File: src/rtl/pc_seq_pkg.sv
// Shared encodings for the PC sequencer: FSM states, next-PC select codes, instruction size.
package pc_seq_pkg;

    localparam int unsigned INSTR_BYTES = 4;
    localparam int unsigned STATE_W     = 2;
    localparam int unsigned SEL_W       = 2;

    typedef enum logic [STATE_W-1:0] {
        ST_BOOT  = 2'd0,
        ST_FETCH = 2'd1,
        ST_EXEC  = 2'd2,
        ST_HALT  = 2'd3
    } state_e;

    typedef enum logic [SEL_W-1:0] {
        SEL_SEQ    = 2'd0,
        SEL_BRANCH = 2'd1,
        SEL_JUMP   = 2'd2,
        SEL_TRAP   = 2'd3
    } pc_sel_e;

endpackage

File: src/rtl/pc_next_mux.sv
// Combinational next-PC selection: sequential, PC-relative branch, absolute jump or trap vector.
module pc_next_mux
    import pc_seq_pkg::*;
#(
    parameter int unsigned      WIDTH       = 32,
    parameter logic [WIDTH-1:0] TRAP_VECTOR = WIDTH'(32'h0000_0080)
) (
    input  logic [WIDTH-1:0] pc_i,
    input  pc_sel_e          sel_i,
    input  logic [WIDTH-1:0] branch_offset_i,
    input  logic [WIDTH-1:0] jump_target_i,
    output logic [WIDTH-1:0] pc_next_c_o
);

    logic [WIDTH-1:0] seq_pc;

    // Fall-through address; branch targets are relative to it.
    assign seq_pc = pc_i + WIDTH'(INSTR_BYTES);

    // Select the next PC; the word shift drops the offset's top two bits (modulo arithmetic).
    always_comb begin
        pc_next_c_o = seq_pc;
        case (sel_i)
            SEL_SEQ:    pc_next_c_o = seq_pc;
            SEL_BRANCH: pc_next_c_o = seq_pc + (branch_offset_i << 2);
            SEL_JUMP:   pc_next_c_o = jump_target_i & ~WIDTH'(INSTR_BYTES - 1);
            SEL_TRAP:   pc_next_c_o = TRAP_VECTOR;
            default:    pc_next_c_o = seq_pc;
        endcase
    end

endmodule

File: src/rtl/pc_sequencer.sv
// Fetch/PC controller: owns the PC, runs the FETCH handshake and EXEC slot, picks the next PC.
// Optional trap support (trap input, epc output, TRAP_VECTOR) is enabled by defining PC_SEQ_TRAP_EN.
module pc_sequencer
    import pc_seq_pkg::*;
#(
    parameter int unsigned      WIDTH        = 32,
    parameter logic [WIDTH-1:0] RESET_VECTOR = WIDTH'(32'h0000_0000)
`ifdef PC_SEQ_TRAP_EN
    ,
    parameter logic [WIDTH-1:0] TRAP_VECTOR  = WIDTH'(32'h0000_0080)
`endif
) (
    input  logic             clk,
    input  logic             rst_n,
    input  logic             imem_ack,
    input  logic             stall,
    input  logic             branch_taken,
    input  logic [WIDTH-1:0] branch_offset,
    input  logic             jump,
    input  logic [WIDTH-1:0] jump_target,
    input  logic             halt,
`ifdef PC_SEQ_TRAP_EN
    input  logic             trap,
    output logic [WIDTH-1:0] epc,
`endif
    output logic [WIDTH-1:0] pc,
    output logic             imem_req,
    output logic             instr_valid,
    output logic             halted
);

    state_e           state_q, state_d;
    logic [WIDTH-1:0] pc_q, pc_d;
    logic [WIDTH-1:0] pc_next;
    pc_sel_e          sel;
    logic             imem_req_q;
    logic             halted_q;
    logic             instr_valid_c;
`ifdef PC_SEQ_TRAP_EN
    logic [WIDTH-1:0] epc_q, epc_d;
`endif

    // Next-PC datapath.
    pc_next_mux #(
        .WIDTH           (WIDTH)
`ifdef PC_SEQ_TRAP_EN
        ,
        .TRAP_VECTOR     (TRAP_VECTOR)
`endif
    ) u_pc_next_mux (
        .pc_i            (pc_q),
        .sel_i           (sel),
        .branch_offset_i (branch_offset),
        .jump_target_i   (jump_target),
        .pc_next_c_o     (pc_next)
    );

    // Next-state, PC update and retire decode; control inputs only matter on an unstalled EXEC.
    always_comb begin
        state_d       = state_q;
        pc_d          = pc_q;
        sel           = SEL_SEQ;
        instr_valid_c = 1'b0;
`ifdef PC_SEQ_TRAP_EN
        epc_d         = epc_q;
`endif
        case (state_q)
            ST_BOOT: begin
                state_d = ST_FETCH;
            end
            ST_FETCH: begin
                if (imem_ack) begin
                    state_d = ST_EXEC;
                end
            end
            ST_EXEC: begin
                if (!stall) begin
                    instr_valid_c = 1'b1;
                    if (halt) begin
                        state_d = ST_HALT;
                    end else begin
                        state_d = ST_FETCH;
                        if (jump) begin
                            sel = SEL_JUMP;
                        end else if (branch_taken) begin
                            sel = SEL_BRANCH;
                        end
`ifdef PC_SEQ_TRAP_EN
                        // Trap outranks jump/branch; only halt beats it.
                        if (trap) begin
                            sel   = SEL_TRAP;
                            epc_d = pc_q;
                        end
`endif
                        pc_d = pc_next;
                    end
                end
            end
            ST_HALT: begin
                state_d = ST_HALT;
            end
            default: begin
                state_d = ST_BOOT;
            end
        endcase
    end

    // State, PC and Moore-output registers; outputs are loaded from the next state.
    always_ff @(posedge clk or negedge rst_n) begin
        if (!rst_n) begin
            state_q    <= ST_BOOT;
            pc_q       <= RESET_VECTOR;
            imem_req_q <= 1'b0;
            halted_q   <= 1'b0;
`ifdef PC_SEQ_TRAP_EN
            epc_q      <= '0;
`endif
        end else begin
            state_q    <= state_d;
            pc_q       <= pc_d;
            imem_req_q <= (state_d == ST_FETCH);
            halted_q   <= (state_d == ST_HALT);
`ifdef PC_SEQ_TRAP_EN
            epc_q      <= epc_d;
`endif
        end
    end

    assign pc          = pc_q;
    assign imem_req    = imem_req_q;
    assign halted      = halted_q;
    assign instr_valid = instr_valid_c;
`ifdef PC_SEQ_TRAP_EN
    assign epc         = epc_q;
`endif

endmodule

File: config.mk
export PLATFORM = sky130hd
export DESIGN_NAME = pc_sequencer
export DESIGN_NICKNAME = d
export VERILOG_FILES = /design/src/rtl/pc_seq_pkg.sv /design/src/rtl/pc_next_mux.sv /design/src/rtl/pc_sequencer.sv
export SDC_FILE = /design/constraint.sdc
export NUM_CORES = 1
export LEC_CHECK = 0
export CAP_MARGIN = 10
export CORE_MARGIN = 2
export CORE_UTILIZATION = 39
export CTS_CLUSTER_SIZE = 20
export DETAILED_ROUTE_END_ITERATION = 10
export PLACE_DENSITY = 0.69
export SLEW_MARGIN = 20
export SYNTH_ARGS = -nofsm -noshare
export SYNTH_HDL_FRONTEND = slang
export SYNTH_SLANG_ARGS = --single-unit
export TNS_END_PERCENT = 30
File: constraint.sdc
create_clock -name clk -period 3.24 [get_ports clk]
set_input_delay 0.324 -clock clk [delete_from_list [all_inputs] [get_ports clk]]
set_output_delay 0.324 -clock clk [all_outputs]
set_load 0.05 [all_outputs]
==> results.md <==
Run status:
- The run finished, with violations left.
- The checks that failed: negative setup slack.

CTS:
- The clock tree from TritonCTS is yes.
- Clock-pin slew was measured on the worst setup and hold paths at ~0.09 ns.
- CTS saw 34 sinks.
- The longest clock path from root to sink contains 2 buffers.
- The post-cts hold buffer count is 0.
- The TritonCTS buffer count is 5.
- The tree is rooted in a sky130_fd_sc_hd__clkbuf_8.
- At the later pin of the worst-skew pair, clock insertion delay measures slightly above 0.3 ns.
- The CTS H-tree depth is 2.

Routing:
- After detailed routing, the number of remaining DRC violations is 0.
- The number of iterations in the first detailed-routing pass is 5.
- For this block, the routed nets add up to around 14000 µm of wire.
- In the final routed layout, each cell accounts on average for approximately 18 µm.
- The DRC violation total after the first TritonRoute iteration is about 260.
- The number of routed nets with antenna violations is 0.
- The via count is 4686.
- Using the TritonRoute via totals, the vias-per-cell ratio works out to a little under 6.

Layout:
- The post-synthesis to final-layout area growth is 49.30%.
- Counting the fill cells in the layout gives approximately 860.
- At the end of the flow, the number of nets in the layout was roughly 780.
- In the final layout, the share of cells above drive strength 1 is 0.2083.
- The number of diodes added for antenna fixing is 0.
- The final instance area is 5998 µm².
- Leaving out fill and tap cells, the most frequent cells in the layout are 99 x sky130_fd_sc_hd__clkdlybuf4s50_1, 62 x sky130_fd_sc_hd__buf_4, 50 x sky130_fd_sc_hd__nand2_1.
- Leaving out fill and tap cells, the most frequent cell in the layout is sky130_fd_sc_hd__clkdlybuf4s50_1.

GRT:
- The number of global-route vias before repair is around 4.7k.
- The overall routing resource usage is 0.2546.
- The global-route wire length before repair is 22950 µm.
- The initial antenna violation count came to 0.
- The overflow left after global routing is 0.
- The pin count of the biggest net entering global routing is 35.

Synth:
- In this run, synthesis produced a sequential element count of 34.
- The area share of the largest cell type after synthesis is 0.2118.
- The proportion of register bits with asynchronous set or reset after synthesis is 1.000.
- Counting flops with a built-in enable in the synthesized netlist gives 0.
- The cell taking the most area after synthesis is sky130_fd_sc_hd__dfrtp_1.
- The mapped netlist covers roughly 4000 µm².
- The prevailing post-synth register cell is sky130_fd_sc_hd__dfrtp_1.
- The number of library cell types mapped by synthesis is slightly below 60.
- Synthesis produced a netlist whose cell count is ~530.
- Yosys attributes the largest share of cell area to sky130_fd_sc_hd__dfrtp_1 21%, sky130_fd_sc_hd__ha_1 11%, sky130_fd_sc_hd__o21ai_0 6.7%, sky130_fd_sc_hd__xnor2_1 5.7%, sky130_fd_sc_hd__a21oi_1 5.1%.
- The Yosys step of the flow raised 0 warnings.
- The register area share after synthesis is 0.2118.
- The average instance area after synthesis is 7.624 µm².

Die:
- The floorplan step defined a die boundary enclosing approximately 11000 µm².
- In this run the core area contains 37 standard-cell rows.
- The floorplan step set the die height to 105.5 µm.
- The core outline area is between 10000 and 15000 µm².
- The die outline width is approximately 110 µm.
- The initial utilization of the core area, before any placement, comes to 0.3963.
- The number of placed I/O pins is 106.

Worst hold path:
- The kind of path behind the tightest hold check is in -> async.

Critical path:
- The peak fanout along the critical path is 6.
- The setup path with the least slack is of type reg -> reg.
- The origin of the critical flop-to-flop path is pc[2].
- The critical path capture point type is a flip-flop.
- The minimum setup slack among reg-to-reg paths is -0.08 ns.
- The signal arrival time at the worst endpoint is around 3.5 ns.
- The startpoint kind of the worst setup timing path is a flip-flop.
- Tracing the worst setup path back leads to its startpoint at pc[2].
- The number of cell instances on the worst register-to-register path is 14.
- The data required time at the worst endpoint is 3.43 ns.

Placed design:
- In this run the cell area measured after placement is around 5500 µm².
- After legalization and detailed placement, the total HPWL measured between 10000 and 15000 µm.
- The total of buffers placed on input and output ports is 99.
- The final weighted congestion in routability-driven placement is roughly 0.95.

STA:
- Setup violations remaining at the end of the flow were counted as 6.
- The clock arrives with roughly 0.011 ns of skew.
- Timing would allow up to 0.3012 GHz.
- The post-route clock period utilization is 1.025.
- The final-report max-slew violation count came to 0.
- The post-layout worst setup margin is -0.07967 ns.
- For the pin with the worst max-slew slack, the measured transition is 0.7567 ns.
- Headroom to the max-slew limit came out at 0.4955.
- The final critical delay including setup and external delays is approximately 3.3 ns.
- In the final timing run, aggregate negative setup slack is -0.3163 ns.
- Setup repair after global routing could not meet its margin everywhere.
- The final number of hold-violating endpoints is 0.

Power and ir drop:
- The maximum VDD drop is ~0.37 mV.
- The leakage power summed over all cells is around 2.6 nW.
- The power density over cell area is 565.4 nW/µm².
- The total power is approximately 3.4 mW.

Job:
- The reported max-cap violation count is 0.
-- stage by stage --
stage	hold slack, ns	std cells	util	setup slack (ns)
after detailed placement	0.5165	794	0.5468	-0.1425
final	0.4316	813	0.5916	-0.07967
after global placement	0.5093	794	0.5468	-0.1019
after CTS	0.4506	806	0.5697	-0.07667
after global routing	0.4889	813	0.5916	-0.2768
after floorplan	0.02841	528	-	-0.07576
-- worst max-delay path, stage by stage, from the launching register on --
cell                       delay, ns
sky130_fd_sc_hd__dfrtp_4        0.45
sky130_fd_sc_hd__ha_4           0.14
sky130_fd_sc_hd__nand4_1        0.20
sky130_fd_sc_hd__nor2_4         0.23
sky130_fd_sc_hd__nand4_1        0.17
sky130_fd_sc_hd__xnor2_2        0.23
sky130_fd_sc_hd__ha_4           0.25
sky130_fd_sc_hd__a21o_1         0.17
sky130_fd_sc_hd__nand2_1        0.09
sky130_fd_sc_hd__o211a_1        0.19
sky130_fd_sc_hd__nand2_1        0.07
sky130_fd_sc_hd__a221o_1        0.39
sky130_fd_sc_hd__a221oi_2       0.29
sky130_fd_sc_hd__xor2_1         0.21
sky130_fd_sc_hd__o22ai_1        0.10
-- final timing paths --
kind | endpoint
setup / recovery | pc[29]
hold / removal | pc[22]
setup reg to reg | pc[29]
hold reg to reg | state_q[0]
max in group asynchronous | pc[2]
min in group clk | state_q[0]
-- where the power goes --
| group | total (mW) | leakage, nW | switching, mW | internal (mW) |
|---|---|---|---|---|
| registers | 0.612 | 0.400 | 0.0883 | 0.524 |
| logic | 2.28 | 2.15 | 1.28 | 1.00 |
| clock network | 0.500 | 0.0683 | 0.191 | 0.309 |
-- cells by family after synthesis --
kind of cell | Yosys count | synth area share
simple gates | 186 | 0.2311
compound gates | 177 | 0.2784
xor+xnor | 47 | 0.1025
buf+inv | 36 | 0.03643
fa+ha+maj | 35 | 0.1109
flops | 34 | 0.2118
mux | 11 | 0.02803
other cells | 1 | 0.0009334
-- registers in the layout, indices dropped and copies added, names as in the netlist --
name,cells
imem_req,1
pc,30
state_q,2
halted,1
-- layer usage --
metal | part of all wire | global-route usage | vias to the layer above
li1 | - | - | 2226
met1 | 0.42 | 0.3234 | 2217
met2 | 0.48 | 0.4341 | 202
met3 | 0.077 | 0.04515 | 41
met4 | 0.025 | 0.08835 | 0
met5 | 0 | 0 | -
-- layout make-up --
type                    instances  area [µm²]  share of cell area
clock inverters                 3       68.82             0.01147
multi-input cells             458        3293              0.5490
repair buffers                162        1468              0.2447
inverters                      15       56.30            0.009387
flip-flops and latches         34       873.3              0.1456
clock buffers                   5       68.82             0.01147
well taps                     136       170.2             0.02837
-- Yosys cell counts, types with 4 or more instances --
master	instances
sky130_fd_sc_hd__o21a_1	4
sky130_fd_sc_hd__clkbuf_1	16
sky130_fd_sc_hd__a221oi_1	6
sky130_fd_sc_hd__xor2_1	21
sky130_fd_sc_hd__and4_1	5
sky130_fd_sc_hd__o22ai_1	8
sky130_fd_sc_hd__and2_1	4
sky130_fd_sc_hd__nand2_1	51
sky130_fd_sc_hd__or3_1	5
sky130_fd_sc_hd__nor2b_1	9
sky130_fd_sc_hd__nor2_1	47
sky130_fd_sc_hd__a211oi_1	8
sky130_fd_sc_hd__and3_1	17
sky130_fd_sc_hd__a21oi_1	41
sky130_fd_sc_hd__ha_1	34
sky130_fd_sc_hd__nor3_1	5
sky130_fd_sc_hd__nand2b_1	5
sky130_fd_sc_hd__a31oi_1	4
sky130_fd_sc_hd__nand3_1	19
sky130_fd_sc_hd__o21ai_0	54
sky130_fd_sc_hd__a21o_1	19
sky130_fd_sc_hd__dfrtp_1	34
sky130_fd_sc_hd__o21bai_1	4
sky130_fd_sc_hd__nand4_1	9
sky130_fd_sc_hd__xnor2_1	26
sky130_fd_sc_hd__mux2i_1	9
sky130_fd_sc_hd__inv_1	14
-- timing repair --
item	CTS	global route
setup buffers	4	8
pin swaps	12	32
endpoints found under the setup margin	10	16
gates resized for setup	14	40
Note: power is estimated with default switching activity, not from simulation.
